===== src/rtl/button_pkg.sv =====
// rtl/button_pkg.sv - shared FSM encoding and default sizes for the button conditioner
package button_pkg;

  typedef enum logic [1:0] {
    IDLE         = 2'd0,
    ACTIVE       = 2'd1,
    WAIT_RELEASE = 2'd2
  } btn_state_t;

  localparam int N_BTN_DEFAULT           = 7;
  localparam int DEBOUNCE_CYCLES_DEFAULT = 20;
  localparam int CNT_W_DEFAULT           = 5;

endpackage


===== src/rtl/debounce_bit.sv =====
// rtl/debounce_bit.sv - two-flop synchroniser, polarity fix and debounce filter for one key
module debounce_bit
  import button_pkg::*;
#(
  parameter int DEBOUNCE_CYCLES = DEBOUNCE_CYCLES_DEFAULT,
  parameter int CNT_W           = CNT_W_DEFAULT,
  parameter int ACTIVE_LOW      = 1
) (
  input  logic clock,
  input  logic reset,
  input  logic raw,
  output logic level
);

  localparam logic RAW_RELEASED = (ACTIVE_LOW != 0);

  logic             sync1;
  logic             sync2;
  logic             pressed;
  logic [CNT_W-1:0] cnt;

  always_ff @(posedge clock) begin
    if (reset) begin
      sync1 <= RAW_RELEASED;
      sync2 <= RAW_RELEASED;
    end else begin
      sync1 <= raw;
      sync2 <= sync1;
    end
  end

  assign pressed = (ACTIVE_LOW != 0) ? ~sync2 : sync2;

  // The counter only runs while the synced level disagrees, so it can never wrap.
  always_ff @(posedge clock) begin
    if (reset) begin
      level <= 1'b0;
      cnt   <= '0;
    end else if (pressed == level) begin
      cnt <= '0;
    end else if (cnt == CNT_W'(DEBOUNCE_CYCLES - 1)) begin
      level <= ~level;
      cnt   <= '0;
    end else begin
      cnt <= cnt + 1'b1;
    end
  end

endmodule


===== src/rtl/button_conditioner.sv =====
// rtl/button_conditioner.sv - debounced one-hot key front end; BTN_MULTI_REJECT_EN rejects chords in IDLE
module button_conditioner
  import button_pkg::*;
#(
  parameter int N_BTN           = N_BTN_DEFAULT,
  parameter int DEBOUNCE_CYCLES = DEBOUNCE_CYCLES_DEFAULT,
  parameter int CNT_W           = CNT_W_DEFAULT,
  parameter int ACTIVE_LOW      = 1
) (
  input  logic             clock,
  input  logic             reset,
  input  logic [N_BTN-1:0] btn_raw,
  output logic [N_BTN-1:0] botoes,
  output logic             press_pulse,
  output logic             release_pulse,
  output logic             busy_lock,
  output logic [N_BTN-1:0] db_debounced
);

  logic [N_BTN-1:0] deb;
  logic [N_BTN-1:0] pick;
  logic [N_BTN-1:0] captured;
  logic [N_BTN-1:0] captured_next;
  logic [N_BTN-1:0] botoes_next;
  logic             press_next;
  logic             release_next;
  btn_state_t       state;
  btn_state_t       state_next;

  for (genvar i = 0; i < N_BTN; i++) begin : g_db
    debounce_bit #(
      .DEBOUNCE_CYCLES(DEBOUNCE_CYCLES),
      .CNT_W          (CNT_W),
      .ACTIVE_LOW     (ACTIVE_LOW)
    ) u_db (
      .clock(clock),
      .reset(reset),
      .raw  (btn_raw[i]),
      .level(deb[i])
    );
  end

  assign db_debounced = deb;

  // Scan downwards so the lowest-index pressed key wins.
  always_comb begin
    pick = '0;
    for (int i = N_BTN - 1; i >= 0; i--) begin
      if (deb[i]) begin
        pick    = '0;
        pick[i] = 1'b1;
      end
    end
  end

`ifdef BTN_MULTI_REJECT_EN
  logic multi;
  assign multi = (deb & (deb - 1'b1)) != '0;
`endif

  always_comb begin
    state_next    = state;
    captured_next = captured;
    botoes_next   = '0;
    press_next    = 1'b0;
    release_next  = 1'b0;
    case (state)
      IDLE: begin
        if (deb != '0) begin
`ifdef BTN_MULTI_REJECT_EN
          if (multi) begin
            state_next = WAIT_RELEASE;
          end else begin
            captured_next = pick;
            botoes_next   = pick;
            press_next    = 1'b1;
            state_next    = ACTIVE;
          end
`else
          captured_next = pick;
          botoes_next   = pick;
          press_next    = 1'b1;
          state_next    = ACTIVE;
`endif
        end
      end
      ACTIVE: begin
        if ((deb & captured) == '0) begin
          release_next = 1'b1;
          state_next   = (deb == '0) ? IDLE : WAIT_RELEASE;
        end else begin
          botoes_next = captured;
        end
      end
      WAIT_RELEASE: begin
        if (deb == '0) state_next = IDLE;
      end
      default: state_next = IDLE;
    endcase
  end

  always_ff @(posedge clock) begin
    if (reset) begin
      state         <= IDLE;
      captured      <= '0;
      botoes        <= '0;
      press_pulse   <= 1'b0;
      release_pulse <= 1'b0;
    end else begin
      state         <= state_next;
      captured      <= captured_next;
      botoes        <= botoes_next;
      press_pulse   <= press_next;
      release_pulse <= release_next;
    end
  end

  assign busy_lock = (state == WAIT_RELEASE);

endmodule


===== config.mk =====
export PLATFORM = sky130hd
export DESIGN_NAME = button_conditioner
export DESIGN_NICKNAME = d
export VERILOG_FILES = /design/src/rtl/button_pkg.sv /design/src/rtl/debounce_bit.sv /design/src/rtl/button_conditioner.sv
export SDC_FILE = /design/constraint.sdc
export NUM_CORES = 1
export LEC_CHECK = 0
export CAP_MARGIN = 20
export CORE_ASPECT_RATIO = 1.1
export CORE_MARGIN = 8
export CORE_UTILIZATION = 30
export CTS_CLUSTER_SIZE = 20
export DETAILED_ROUTE_END_ITERATION = 7
export SLEW_MARGIN = 10
export SYNTH_ARGS = -nofsm -noshare
export SYNTH_HDL_FRONTEND = slang
export SYNTH_SLANG_ARGS = --single-unit

===== constraint.sdc =====
create_clock -name clock -period 1.5 [get_ports clock]
set_input_delay 0.3 -clock clock [delete_from_list [all_inputs] [get_ports clock]]
set_output_delay 0.3 -clock clock [all_outputs]
set_load 0.03 [all_outputs]

==> results.cfg, run 1 <==
[die]
dieHeight_um = 118
rows = 37
die_area_um2 = 12800
core_area_um2 = 9310
start_util_pct = 30.5
die-width_um = 109
io_pins = 26

[power]
finalPower_mw = 3.73
p_leak_nw = 1.43
ir_drop_uv = 488
power_density_nw_per_um2 = 1020

[global_routing]
grt-ovfl-total = 0
antenna_found_initial = 0
grt_pass1_vias = 2084
grt_pass1_wl_um = 9250
gr-usage-all-layers_pct = 9.02
grt_max_degree = 28

[clock_network]
clkLatencyLatePin_ps = 340
path_clk_slew_ps = 70
ctsLongestPathBuffers = 2
cts_max_level = 3
cts_tree = done
cts_hold_buf = 0
clock-root-buffer = clkbuf_8
cts_made_buffers = 9
cts.sinks = 74

[final_layout]
antennaDiodeCount = 0
syn_to_final_growth_pct = 28.3
final_cell_mix = 71 x dfxtp_1, 47 x nor2_1, 37 x buf_4
stdcell_area_um2 = 3640
nets = 353
layout_commonest_cell = dfxtp_1
layout-drive-gt1-share_pct = 27.3

[setup_path]
cp.arrival_ps = 1680
startpoint_type = flip-flop
cp.required_ps = 1730
worst-path-max-fanout = 3
end_kind = flip-flop
path_class = flip-flop to flip-flop

[run]
drv_cap = 0

[detailed_routing]
wl_met3_um = 297
antenna_left = 0
vias = 2050
top_layer_used = met4
met2WireLength_um = 2490
initialDrtViolationCount = 55
post_drt_wl_per_cell_um = 11.9
via_per_inst = 4.48
firstDrtPassIters = 4
wl_um = 5460
wl_met1_um = 2580
drc = 0

[timing]
finalClockSkew_ps = 6.51
clock.fmax_ghz = 0.689
finalCriticalPeriod_ps = 1450
holdWs_ps = 410
setup_viol = 0
worstMarginPinSlew_ps = 388
fin_setup_tns_ps = 0
slew_headroom_pct = 74.1
drv_slew = 0
finalHoldViolCount = 0
fin_crit_sh_pct = 96.8

[placement]
dpl_cell_area_um2 = 3360
dp_hpwl_um = 4000
portBuffers = 25
gp_congestion = 0.764

[yosys]
syn_area_um2 = 2840
postSynth.asyncResetShare_pct = 0
synth.distinct_cells = 41
ys_ff_latch = 74
syn_area_per_cell_um2 = 9.97
synth_edf_count = 0
ys_seq_area_share_pct = 52.2
syn_nets = 301
syn_inst = 285
ys.flop_type = dfxtp_1
ys.warnings.count = 0

[worst_hold_path]
hp-class = flip-flop to flip-flop

[status]
status = finished, final reports clean
[logic make-up after synthesis]
kind of cell / after synthesis / synth area share, %
compound gates: 32 / 8.85
xor+xnor: 28 / 8.63
fa+ha+maj: 7 / 3.08
buf+inv: 27 / 5.11
flops: 74 / 52.2
simple gates: 117 / 22.2
[synth_stat cells (4+ instances only)]
cell type   n  area (um^2)
nand3_1    18         90.1
xnor2_1     7         61.3
xor2_1     21          184
or3_1       8         50.1
buf_4       7         52.6
clkbuf_1    6         22.5
nand2_1     7         26.3
nor4bb_1    7         70.1
dfxtp_1    74         1480
inv_1      10         37.5
or2_2      16          100
nor2_1     48          180
ha_1        7         87.6
a21oi_1     4         20.0
a211oi_1    7         52.6
nor3_1      4         20.0
[through the flow]
| step | instances | worst slack (ps) | utilization, % |
|---|---|---|---|
| 3_3_place_gp | 442 | -206 | 36.1 |
| 3_5_place_dp | 442 | -242 | 36.1 |
| 6_report | 458 | 48.1 | 39.2 |
| 2_1_floorplan | 285 | 105 | - |
| 5_1_grt | 458 | -18.3 | 39.2 |
| 4_1_cts | 457 | 0.636 | 38.3 |
[routing by layer]
layer  GRT usage [%]  up-vias
met5               0        -
met4            4.37        0
met3            3.34       11
met2            14.2       36
met1            10.4      938
li1                -     1065
[registers in the layout, summed over array words and instances, names as in the netlist, 2 cells and up]
| signal | count |
|---|---|
| botoes | 7 |
| captured | 7 |
| g_db.u_db.cnt | 35 |
| g_db.u_db.level | 7 |
| g_db.u_db.sync1 | 7 |
| g_db.u_db.sync2 | 7 |
| state | 2 |
[what timing repair did]
item,CTS,global route
setup endpoints to repair,10,48
pin swaps,0,3
gates resized for setup,11,16
setup buffers,0,2
[critical path, stage by stage, from the launching register on]
cell and delay, ps:
dfxtp_2 320, a222oi_1 360, buf_4 190, a31oi_4 100
buf_6 150, a22o_1 220
[path summary, 6_finish.rpt]
check	from	endpoint	slack (ps)	cells past startpoint
setup / recovery	g_db[6].u_db.level	botoes[4]	50	5
hold / removal	g_db[4].u_db.sync1	g_db[4].u_db.sync2	410	1
setup reg to reg	g_db[6].u_db.level	botoes[4]	50	5
hold reg to reg	g_db[4].u_db.sync1	g_db[4].u_db.sync2	410	1
[layout make-up]
class                      instances  area [um^2]
fill                             960         5660
inverter                          10         37.5
timing repair buffer              58          490
multi-input combinational        184         1280
clock inverter                     6         82.6
tap                              117          146
clock buffer                       9          124
sequential                        74         1490
[power breakdown]
group / internal (mW) / leakage [nW] / switching [mW]
Sequential: 1.99 / 0.601 / 0.0101
Combinational: 0.0587 / 0.729 / 0.0413
Clock: 0.918 / 0.105 / 0.711
No activity file was read; power rests on OpenSTA's default activity.
==> run 2, diff against run 1 <==
--- a/config.mk
+++ b/config.mk
@@ -11,6 +11,7 @@
 export CORE_UTILIZATION = 30
 export CTS_CLUSTER_SIZE = 20
 export DETAILED_ROUTE_END_ITERATION = 7
+export GPL_TIMING_DRIVEN = 0
 export SLEW_MARGIN = 10
 export SYNTH_ARGS = -nofsm -noshare
 export SYNTH_HDL_FRONTEND = slang
==> run 2 against run 1 <==
  * Count of clock-buffer cells in the layout grew 4
  * Non-clock buffer count shrank 13
  * Sequential power is essentially flat
  * Worst hold slack gained 3.8 ps
  * Worst setup slack lost 43 ps
  * Via count shrank 1.9%
  * Maximum frequency shrank 2.9%
  * Highest routed layer unchanged
==> results.cfg, run 2 (synthesis gave the netlist of run 1 again) <==
[run]
drv_cap = 0

[final_layout]
nets = 340
layout-drive-gt1-share_pct = 23.4
antennaDiodeCount = 0
stdcell_area_um2 = 3510
top_register = g_db.u_db.cnt
final_cell_mix = 68 x dfxtp_1, 48 x nor2_1, 21 x xor2_1
post-route-util_pct = 37.7
layout_commonest_cell = dfxtp_1
largest_register_ffs = 35
syn_to_final_growth_pct = 23.6

[setup_path]
cp.arrival_ps = 1730
cp.required_ps = 1730
end_kind = flip-flop
path_class = flip-flop to flip-flop
worst-path-max-fanout = 7
startpoint_type = flip-flop

[global_routing]
grt-ovfl-total = 0
antenna_found_initial = 0
gr-usage-all-layers_pct = 8.76
grt_pass1_wl_um = 8930
grt_pass1_vias = 1928
grt_max_degree = 12

[detailed_routing]
wl_um = 5280
post_drt_wl_per_cell_um = 11.8
antenna_left = 0
vias = 2011
via_per_inst = 4.51
firstDrtPassIters = 4
drc = 0
initialDrtViolationCount = 42

[placement]
dpl_cell_area_um2 = 3240
dp_slack_ps = -963
gp_congestion = 0.796
portBuffers = 25
dp_hpwl_um = 3680

[die]
die_area_um2 = 12800
rows = 37
core_area_um2 = 9310
die-width_um = 109
dieHeight_um = 118
start_util_pct = 30.5
io_pins = 26

[clock_network]
cts_max_level = 3
clkLatencyLatePin_ps = 340
cts.sinks = 74
path_clk_slew_ps = 70
ctsLongestPathBuffers = 2
cts_tree = done
clock-root-buffer = clkbuf_8
cts_made_buffers = 9

[worst_hold_path]
hp-class = flip-flop to flip-flop

[timing]
finalHoldViolCount = 0
timing.final.ws_setup_ps = 4.61
worstMarginPinSlew_ps = 419
fin_crit_sh_pct = 99.7
holdWs_ps = 413
drv_slew = 0
setup_viol = 0
finalClockSkew_ps = 8.25
finalCriticalPeriod_ps = 1500
slew_headroom_pct = 71.9
clock.fmax_ghz = 0.669
fin_setup_tns_ps = 0
rsz0062_at_grt = true

[status]
status = finished, final reports clean

[power]
ir_drop_uv = 391
power_density_nw_per_um2 = 964
p_leak_nw = 1.34
run 2: cell count changes in the layout (fill, tap and decap cells not counted), moves of 4 or more:
cell	change
buf_4	-26
buf_2	+4
or3_4	-5
clkbuf_2	+4
or3_1	+5
nor4bb_2	+4
nor4bb_1	-6
clkbuf_1	+4
run 2: power breakdown:
part	switching, mW	total, mW	internal [mW]
Sequential	0.0107	1.99	1.98
Combinational	0.0420	0.0891	0.0471
Clock	0.663	1.30	0.639
Total	0.716	3.39	2.67
run 2: worst max-delay path, cell delays in order (launching register included):
cell and delay, ps:
dfxtp_2 330, buf_6 110, a222oi_1 320, buf_4 190
a31oi_4 140, a32o_2 290
run 2: path summary, 6_finish.rpt:
check	cells past startpoint	endpoint	startpoint	slack (ps)
setup reg to reg	5	botoes[6]	g_db[6].u_db.level	5
setup / recovery	5	botoes[6]	g_db[6].u_db.level	5
hold reg to reg	1	g_db[0].u_db.sync2	g_db[0].u_db.sync1	410
hold / removal	1	g_db[0].u_db.sync2	g_db[0].u_db.sync1	410
run 2: what timing repair did:
action / in CTS / in global routing
buffers inserted: 2 / 1
pin swaps: 3 / 4
resized for setup: 47 / 17
hold buffers: 0 / 0
setup endpoints to repair: 55 / 61
run 2: layout make-up:
cell class / count / area (um^2)
Buffer: 17 / 119
Clock buffer: 13 / 149
Clock inverter: 3 / 15.0
Fill cell: 932 / 5790
Inverter: 10 / 37.5
Multi-Input combinational cell: 184 / 1310
Sequential cell: 74 / 1490
Tap cell: 117 / 146
Timing Repair Buffer: 28 / 241
run 2: metal layers:
metal	GRT usage, %	routed length [um]	up-vias
met1	10.9	2580	918
li1	-	-	1046
met5	0	0	-
met2	12.7	2300	37
met4	4.37	103	0
met3	3.45	288	10
run 2: stage by stage:
| step | power [mW] | instances |
|---|---|---|
| finish | 3.39 | 446 |
| global route | 3.55 | 446 |
| CTS | 3.44 | 445 |
| detailed placement | 2.13 | 427 |
| global placement | 2.13 | 427 |
| floorplan | 2.09 | 285 |
==> run 3, diff against run 2 <==
==> constraint.sdc (replaced) <==
create_clock -name clock -period 1.8 [get_ports clock]
set_input_delay 0.36 -clock clock [delete_from_list [all_inputs] [get_ports clock]]
set_output_delay 0.36 -clock clock [all_outputs]
set_load 0.03 [all_outputs]
==> run 3 against run 2 <==
  * Critical path type is now flip-flop to primary output
  * Non-clock buffer count shrank 3
  * Sequential power shrank 16%
  * Core utilization shrank 1.2 points
  * Combinational power shrank 20%
  * Worst setup slack gained 47 ps
  * Sequential cell count is the same
  * Register-to-register slack gained 180 ps
  * Count of clock-buffer cells in the layout is the same
  * Clock skew is essentially flat
  * Global-route usage shrank 0.068 points
  * First-iteration DRC count grew 21%
  * Power shrank 17%
==> results.cfg, run 3 (synthesis gave the netlist of run 1 again) <==
[status]
status = finished, final reports clean

[timing]
fin_crit_sh_pct = 97.1
drv_slew = 0
finalClockSkew_ps = 7.87
worstMarginPinSlew_ps = 476
finalCriticalPeriod_ps = 1750
finalHoldViolCount = 0
timing.final.ws_setup_ps = 51.4
setup_viol = 0
clock.fmax_ghz = 0.572
slew_headroom_pct = 68.2
rsz0062_at_grt = false

[detailed_routing]
antenna_left = 0
initialDrtViolationCount = 51
vias = 1979
firstDrtPassIters = 4
via_per_inst = 4.47
post_drt_wl_per_cell_um = 11.7
wl_um = 5170
drc = 0

[final_layout]
stdcell_area_um2 = 3400
multiInputGateArea_um2 = 1210
antennaDiodeCount = 0
seqCellArea_um2 = 1480
final_cell_mix = 72 x dfxtp_1, 48 x nor2_1, 21 x xor2_1
layout-drive-gt1-share_pct = 16.9
layout_commonest_cell = dfxtp_1
top_register = g_db.u_db.cnt
largest_register_ffs = 35
nets = 337
nFillCells = 942
syn_to_final_growth_pct = 19.8

[clock_network]
cts_made_buffers = 9
cts_max_level = 3
cts_tree = done
cts_hold_buf = 0
cts.repair.resized = 13
clock-root-buffer = clkbuf_8
ctsLongestPathBuffers = 2
post_cts_buffers = 0
cts.sinks = 74
clkLatencyLatePin_ps = 350
path_clk_slew_ps = 70

[global_routing]
gr-usage-all-layers_pct = 8.69
grt_pass1_wl_um = 8850
grt-ovfl-total = 0
antenna_found_initial = 0
grt_max_degree = 12
grt_pass1_vias = 1925

[die]
io_pins = 26
core_area_um2 = 9310
die_area_um2 = 12800
dieHeight_um = 118
start_util_pct = 30.5
rows = 37
die-width_um = 109

[power]
ir_drop_uv = 331
power_density_nw_per_um2 = 830
p_leak_nw = 1.30
finalPower_mw = 2.83

[worst_hold_path]
hp-class = flip-flop to flip-flop

[run]
drv_cap = 0

[placement]
dpl_cell_area_um2 = 3240
dp_slack_ps = -723
portBuffers = 25
gp_congestion = 0.796
dp_hpwl_um = 3680

[setup_path]
cp.arrival_ps = 1390
end_kind = primary output
startpoint_type = flip-flop
cp.required_ps = 1440
path_class = flip-flop to primary output
worst-path-max-fanout = 7
run 3: cell types whose count changed in the layout (fill, tap and decap cells not counted), sizes merged:
cell           previous run  this run
dlygate4sd2              11         7
buf                      17        10
clkdlybuf4s50             8        17
dlymetal6s2s              0         1
clkdlybuf4s15             2         0
run 3: per-layer routing:
| metal | up-vias | track usage [%] | routed length, um |
|---|---|---|---|
| li1 | 1033 | - | - |
| met3 | 10 | 3.45 | 268 |
| met4 | 0 | 4.37 | 105 |
| met1 | 904 | 10.8 | 2610 |
| met2 | 32 | 12.6 | 2180 |
| met5 | - | 0 | 0 |
run 3: stage by stage:
| step | hold slack [ps] | cells | setup TNS, ps | utilization [%] |
|---|---|---|---|---|
| after CTS | 417 | 443 | 0 | 36.5 |
| after floorplan | 389 | 285 | 0 | - |
| after global placement | 392 | 427 | -17640 | 34.8 |
| final | 413 | 443 | 0 | 36.6 |
| after detailed placement | 397 | 427 | -18560 | 34.8 |
| after global routing | 432 | 443 | 0 | 36.6 |
run 3: cell type report:
class                   count  share of cell area (%)
repair buffers             25                    7.17
plain buffers              17                    3.31
well taps                 117                    4.30
clock buffers              13                    4.38
inverters                  10                    1.10
flip-flops and latches     74                    43.6
clock inverters             3                   0.441
multi-input cells         184                    35.7
run 3: worst paths after layout:
kind | start | end | slack (ps) | cells past startpoint
hold / removal | g_db[0].u_db.sync1 | g_db[0].u_db.sync2 | 410 | 1
setup reg to reg | g_db[6].u_db.level | botoes[4] | 180 | 4
hold reg to reg | g_db[0].u_db.sync1 | g_db[0].u_db.sync2 | 410 | 1
setup / recovery | state[0] | busy_lock | 50 | 2
run 3: critical path, cell delays in order (launching register included):
cell	delay [ps]
dfxtp_1	430
and2b_2	260
dlygate4sd2_1	360
run 3: where the power goes:
group	switching [mW]	internal (mW)
sequential	0.00889	1.66
combinational	0.0350	0.0367
clock	0.556	0.532
